## config.mk

```make
export PLATFORM = sky130hd
export DESIGN_NAME = wb_mem_store_sequencer_flat
export DESIGN_NICKNAME = d
export VERILOG_FILES = /design/src/rtl/wb_mem_store_sequencer_pkg.sv /design/src/rtl/wb_mem_store_sequencer_if.sv /design/src/rtl/wb_mem_store_sequencer_pe4.sv /design/src/rtl/wb_mem_store_sequencer.sv /design/src/flat_wrapper.sv
export SDC_FILE = /design/constraint.sdc
export NUM_CORES = 1
export LEC_CHECK = 0
export CAP_MARGIN = 25
export CORE_AREA = 2 2 198 200
export CTS_BUF_LIST = sky130_fd_sc_hd__clkbuf_8 sky130_fd_sc_hd__clkbuf_16
export CTS_CLUSTER_SIZE = 8
export DETAILED_ROUTE_END_ITERATION = 10
export DIE_AREA = 0 0 200 202
export GPL_ROUTABILITY_DRIVEN = 1
export PLACE_DENSITY = 0.84
export REMOVE_ABC_BUFFERS = 1
export SETUP_SLACK_MARGIN = 0.4
export SYNTH_ARGS = -nofsm -noshare
export SYNTH_HDL_FRONTEND = slang
export SYNTH_HIERARCHICAL = 1
export SYNTH_SLANG_ARGS = --single-unit
```

## constraint.sdc

```tcl
create_clock -name clk -period 4.24 [get_ports clk]
set_input_delay 0.424 -clock clk [delete_from_list [all_inputs] [get_ports clk]]
set_output_delay 0.424 -clock clk [all_outputs]
set_load 0.005 [all_outputs]
```

## src/rtl/wb_mem_store_sequencer_pkg.sv

```systemverilog
// Shared constants and encodings for the writeback memory-store sequencer.
package wb_pkg;

  localparam int unsigned NSLOT = 4;
  localparam int unsigned DW    = 64;
  localparam int unsigned AW    = 32;

  typedef enum logic [1:0] {
    SZ_1B = 2'b00,
    SZ_2B = 2'b01,
    SZ_4B = 2'b10,
    SZ_8B = 2'b11
  } size_e;

  typedef enum logic {
    WBS_IDLE = 1'b0,
    WBS_BUSY = 1'b1
  } wbs_state_e;

endpackage

```

## src/rtl/wb_mem_store_sequencer_if.sv

```systemverilog
// Writeback-slot request bundle plus WBAQ enqueue port of the store sequencer.
interface wb_mem_store_sequencer_if #(
  parameter int unsigned NSLOT = wb_pkg::NSLOT,
  parameter int unsigned DW    = wb_pkg::DW,
  parameter int unsigned AW    = wb_pkg::AW
);

  logic                  valid_in;
  logic [NSLOT-1:0]      mem_req;
  logic [NSLOT*DW-1:0]   slot_data;
  logic [NSLOT*AW-1:0]   slot_addr;
  logic [1:0]            size_in;
  logic                  stall;
  logic                  done;
  logic                  wbaq_full;
  logic                  mem_ld;
  logic [DW-1:0]         mem_data;
  logic [AW-1:0]         mem_addr;
  logic [1:0]            memsize;

  modport master (
    output valid_in, mem_req, slot_data, slot_addr, size_in, wbaq_full,
    input  stall, done, mem_ld, mem_data, mem_addr, memsize
  );

  modport slave (
    input  valid_in, mem_req, slot_data, slot_addr, size_in, wbaq_full,
    output stall, done, mem_ld, mem_data, mem_addr, memsize
  );

endinterface

```

## src/rtl/wb_mem_store_sequencer_pe4.sv

```systemverilog
// 4-bit lowest-set-bit priority encoder with an exactly-one-bit-set flag.
module pe4_lowest (
  input  logic [3:0] vec,
  output logic [3:0] onehot,
  output logic       single
);

  always_comb begin
    onehot = vec & (~vec + 4'd1);
    single = (vec != 4'd0) && ((vec & (vec - 4'd1)) == 4'd0);
  end

endmodule

```

## src/rtl/wb_mem_store_sequencer.sv

```systemverilog
// Serializes up to NSLOT memory results of one writeback instruction into the
// WBAQ, one store per cycle, stalling writeback until all are enqueued.
module wb_mem_store_sequencer import wb_pkg::*; #(
  parameter int unsigned NSLOT = wb_pkg::NSLOT,
  parameter int unsigned DW    = wb_pkg::DW,
  parameter int unsigned AW    = wb_pkg::AW
) (
  input  logic                     clk,
  input  logic                     rst,
  wb_mem_store_sequencer_if.slave  bus,
  output logic [15:0]              stall_cnt
);

  wbs_state_e       state;
  logic [NSLOT-1:0] pend;
  logic [NSLOT-1:0] sel;
  logic [DW-1:0]    dreg [NSLOT];
  logic [AW-1:0]    areg [NSLOT];
  logic [1:0]       sreg;

  logic             last;
  logic             busy;
  logic             issue;
  logic             capture;
  logic [DW-1:0]    md;
  logic [AW-1:0]    ma;

  pe4_lowest u_sel (
    .vec    (pend),
    .onehot (sel),
    .single (last)
  );

  // Store outputs come only from registers and wbaq_full; stall is the one
  // output with a combinational path from the upstream request.
  always_comb begin
    busy    = (state == WBS_BUSY);
    issue   = busy & ~bus.wbaq_full;
    capture = rst & ~busy & bus.valid_in & (|bus.mem_req);
    md      = '0;
    ma      = '0;
    if (issue) begin
      for (int unsigned i = 0; i < NSLOT; i++) begin
        if (sel[i]) begin
          md = md | dreg[i];
          ma = ma | areg[i];
        end
      end
    end
    bus.mem_ld   = issue;
    bus.mem_data = md;
    bus.mem_addr = ma;
    bus.memsize  = issue ? sreg : 2'b00;
    bus.done     = issue & last;
    bus.stall    = capture | (busy & ~(issue & last));
  end

  always_ff @(posedge clk or negedge rst) begin
    if (!rst) begin
      state     <= WBS_IDLE;
      pend      <= '0;
      sreg      <= '0;
      stall_cnt <= '0;
      for (int unsigned i = 0; i < NSLOT; i++) begin
        dreg[i] <= '0;
        areg[i] <= '0;
      end
    end else begin
      if (bus.stall && (stall_cnt != '1)) begin
        stall_cnt <= stall_cnt + 16'd1;
      end
      case (state)
        WBS_IDLE: begin
          if (capture) begin
            pend  <= bus.mem_req;
            sreg  <= bus.size_in;
            state <= WBS_BUSY;
            for (int unsigned i = 0; i < NSLOT; i++) begin
              dreg[i] <= bus.slot_data[i*DW +: DW];
              areg[i] <= bus.slot_addr[i*AW +: AW];
            end
          end
        end
        WBS_BUSY: begin
          if (issue) begin
            pend <= pend & ~sel;
            if (last) begin
              state <= WBS_IDLE;
            end
          end
        end
        default: state <= WBS_IDLE;
      endcase
    end
  end

endmodule

```

## src/flat_wrapper.sv

```systemverilog
// flat-port wrapper written by rule: the top's interface ports become plain ports
module wb_mem_store_sequencer_flat import wb_pkg::*;
#(
  parameter int unsigned NSLOT = wb_pkg::NSLOT,
  parameter int unsigned DW    = wb_pkg::DW,
  parameter int unsigned AW    = wb_pkg::AW
)
  (clk, rst, stall_cnt, bus_valid_in, bus_mem_req, bus_slot_data, bus_slot_addr, bus_size_in, bus_wbaq_full, bus_stall, bus_done, bus_mem_ld, bus_mem_data, bus_mem_addr, bus_memsize);
  wb_mem_store_sequencer_if #(.NSLOT(NSLOT), .DW(DW), .AW(AW)) bus_i ();
  input  logic clk;
  input  logic rst;
  output logic [15:0] stall_cnt;
  input wire logic [$bits(bus_i.valid_in)-1:0] bus_valid_in;
  input wire logic [$bits(bus_i.mem_req)-1:0] bus_mem_req;
  input wire logic [$bits(bus_i.slot_data)-1:0] bus_slot_data;
  input wire logic [$bits(bus_i.slot_addr)-1:0] bus_slot_addr;
  input wire logic [$bits(bus_i.size_in)-1:0] bus_size_in;
  input wire logic [$bits(bus_i.wbaq_full)-1:0] bus_wbaq_full;
  output wire logic [$bits(bus_i.stall)-1:0] bus_stall;
  output wire logic [$bits(bus_i.done)-1:0] bus_done;
  output wire logic [$bits(bus_i.mem_ld)-1:0] bus_mem_ld;
  output wire logic [$bits(bus_i.mem_data)-1:0] bus_mem_data;
  output wire logic [$bits(bus_i.mem_addr)-1:0] bus_mem_addr;
  output wire logic [$bits(bus_i.memsize)-1:0] bus_memsize;
  assign bus_i.valid_in = bus_valid_in;
  assign bus_i.mem_req = bus_mem_req;
  assign bus_i.slot_data = bus_slot_data;
  assign bus_i.slot_addr = bus_slot_addr;
  assign bus_i.size_in = bus_size_in;
  assign bus_i.wbaq_full = bus_wbaq_full;
  assign bus_stall = bus_i.stall;
  assign bus_done = bus_i.done;
  assign bus_mem_ld = bus_i.mem_ld;
  assign bus_mem_data = bus_i.mem_data;
  assign bus_mem_addr = bus_i.mem_addr;
  assign bus_memsize = bus_i.memsize;
  wb_mem_store_sequencer #(.NSLOT(NSLOT), .DW(DW), .AW(AW)) u_core (.clk(clk), .rst(rst), .bus(bus_i), .stall_cnt(stall_cnt));
endmodule
```

==> reports/summary.txt <==
peak supply drop: 0.615 mV
Clock Pin Slew Worst Setup and Hold Paths: 50 ps
R2R Path Start: u_core/pend[0]
Reg2Reg Setup Slack: 1480 ps
Synth cell types: 36
R2R Path End: u_core/stall_cnt[1]
max-cap viol count: 0
Iter 0 DRT Violations: 696
register area: 10200 sq um
row count: 72
H-tree depth: 2
clock skew: 9.45 ps
global-route wire length before repair: 83100 um
nets@finish: 2151
gr usage total: 26.8%
FMAX: 0.268 GHz
Multi-input gate area: 7220 sq um
CTS tree: done
Core Area: 38300 sq um
vias in the first global route: 14400
layout cells sized above 1: 27.3%
unrepaired setup endpoints after global routing: no
CP Capture Type: primary output
cell family with most CP delay: buffers and inverters
Leakage: 10.0 nW
Power Total: 16.9 mW
die area: 40400 sq um
Avg Synthesized Cell Area: 14.2 sq um
area growth from synthesis to layout: 39.4%
dpl hpwl: 36200 um
Min-Delay Path Class: input pin to asynchronous set/reset pin
number of synthesized register bits: 407
measured slew at the worst slew-check pin: 911 ps
Ports: 511
Setup crit end: bus_mem_data[40]
cell count of the worst reg-to-reg path: 7
final setup vio count: 0
initial antenna violation count: 6
Post-DRT Antenna Nets: 0
CP Launch Type: register
CP arrival: 3300 ps
Worst slew margin: 39.3%
Hold Vio Cnt, Final: 0
most common cell after layout, fill and taps aside: clkdlybuf4s50_1
Yosys warnings: 6
Crit. path cell count: 5
Slowest cell on crit path: dfrtp_4
Mapped Area: 17900 sq um
IO Port Bufs: 510
DRC errors left: 0
min Tclk post-route: 3730 ps
GPL Wtd Cong: 0.898
kind of critical path: register to primary output
crit-path cells: nor4b_2 > buf_6 > a22oi_1 > a21oi_1 > clkdlybuf4s50_1
fillers: 2671
slowest stage delay, CP: 760 ps
total CTS buffers: 56
Remaining Overflow, GRT: 0
CTS Buffer Depth: 3
Crit Path Max Fanout: 57
commonest non-fill, non-tap cells in the layout: clkdlybuf4s50_1, dfrtp_1, mux2_2, a22oi_1
pin count of the biggest net entering global routing: 163
die width: 200 um
root buf cell: clkbuf_16
Seq/Total Area, Yosys: 56.9%
die height: 202 um
Final Util: 65.2%
worst path required time: 3820 ps
Initial Util: 46.8%
Crit path buffers/inverters: 2
Mapped Cells: 1265
Final Cycle Share: 87.9%
Via Count: 13200
vias per cell: 5.76
Slew Limit Fails: 0
Avg WL per Cell: 23.8 um
DRT Wirelength: 54400 um
iteration count of the initial detailed-routing pass: 7
clk_lat worst skew: 580 ps
PwrDens: 677 nW/um^2
crit path launch: u_core/pend[0]
clk sink count: 407
status: finished clean
-- cell families after synthesis --
| logic type | Yosys count | synth area share, % |
|---|---|---|
| flops | 407 | 56.9 |
| mux | 389 | 26.5 |
| compound gates | 298 | 11.2 |
| buf+inv | 108 | 3.01 |
| simple gates | 48 | 1.72 |
| xor+xnor | 14 | 0.685 |
| fa+ha+maj | 1 | 0.0698 |
-- synthesized netlist by cell type, drive strengths merged --
library cell	instances	area (sq um)
a21oi	96	480
a22o	4	35.0
a22oi	193	1450
and2	4	25.0
and3b	1	8.76
and4	1	8.76
buf	50	322
clkbuf	52	195
dfrtp	407	10200
ha	1	12.5
inv	6	22.5
mux2	389	4740
nand2	4	15.0
nand2b	3	18.8
nand3	5	25.0
nand4	5	31.3
nand4b	1	8.76
nor2	1	3.75
nor2b	1	6.26
nor3	5	25.0
nor3b	2	15.0
nor4	6	37.5
nor4b	2	17.5
nor4bb	2	20.0
o22ai	4	25.0
o311ai	1	8.76
or2	1	6.26
or4	2	15.0
or4b	2	20.0
xnor2	3	26.3
xor2	11	96.3
-- worst min path at each step --
stage / startpoint / to / slack (ps) / cells past startpoint
floorplan: rst / u_core/areg[0] / 130 / 0
global placement: rst / u_core/stall_cnt[14] / 340 / 1
detailed placement: rst / u_core/areg[38] / 350 / 1
CTS: rst / u_core/areg[38] / 310 / 2
global route: rst / u_core/areg[95] / 350 / 2
finish: rst / u_core/areg[67] / 320 / 2
-- where the power goes --
group          switching [mW]  total (mW)  internal (mW)  leakage (nW)
Sequential               1.39        7.23           5.84          4.82
Clock                    1.57        3.91           2.34         0.722
Combinational            2.36        5.76           3.40          4.46
Total                    5.32        16.9           11.6          10.0
-- area by class of cell --
class,count,share of cell area [%]
Antenna cell,5,0.0501
Clock buffer,57,5.71
Clock inverter,4,0.100
Inverter,6,0.0902
Multi-Input combinational cell,750,28.9
Sequential cell,407,40.8
Tap cell,518,2.60
Timing Repair Buffer,535,21.7
-- routing by layer --
layer  global-route usage [%]  share of wire (%)  up-vias
met5                        0              0.024        -
met2                     43.9                 49      618
met4                     13.9                5.6        2
met3                     7.99                8.8      186
li1                         -                  -     5692
met1                     32.0                 37     6655
-- sequential cells by signal (all words and copies together) (netlist names) --
register and count:
u_core/areg 128, u_core/busy 1, u_core/pend 4, u_core/sreg 2, u_core/dreg 256, u_core/stall_cnt 16
-- worst register-to-register path, delay by kind of cell, from the launching register on --
family,cells,cell delay [ps]
buffers and inverters,1,240
DFF,1,920
muxes,1,270
AOI/OAI and AO/OA,2,420
and+or+nand+nor,3,790
-- stage by stage --
stage | TNS, ps | std cells | setup WS, ps | area, sq um | hold WS, ps
floorplan | -3601750 | 1163 | -7860 | 17400 | 128
global placement | 0 | 2215 | 1060 | 23500 | 344
detailed placement | 0 | 2215 | 1030 | 23500 | 346
CTS | 0 | 2277 | 464 | 25000 | 311
global route | 0 | 2282 | 402 | 25000 | 346
finish | 0 | 2282 | 511 | 25000 | 324
-- what timing repair did --
action,CTS,global route
hold buffers,1,0
resized for setup,1,0
endpoints found under the hold margin,43,0
endpoints found under the setup margin,1,0
buffers inserted,0,0
Power figures use the tool's default switching activity.
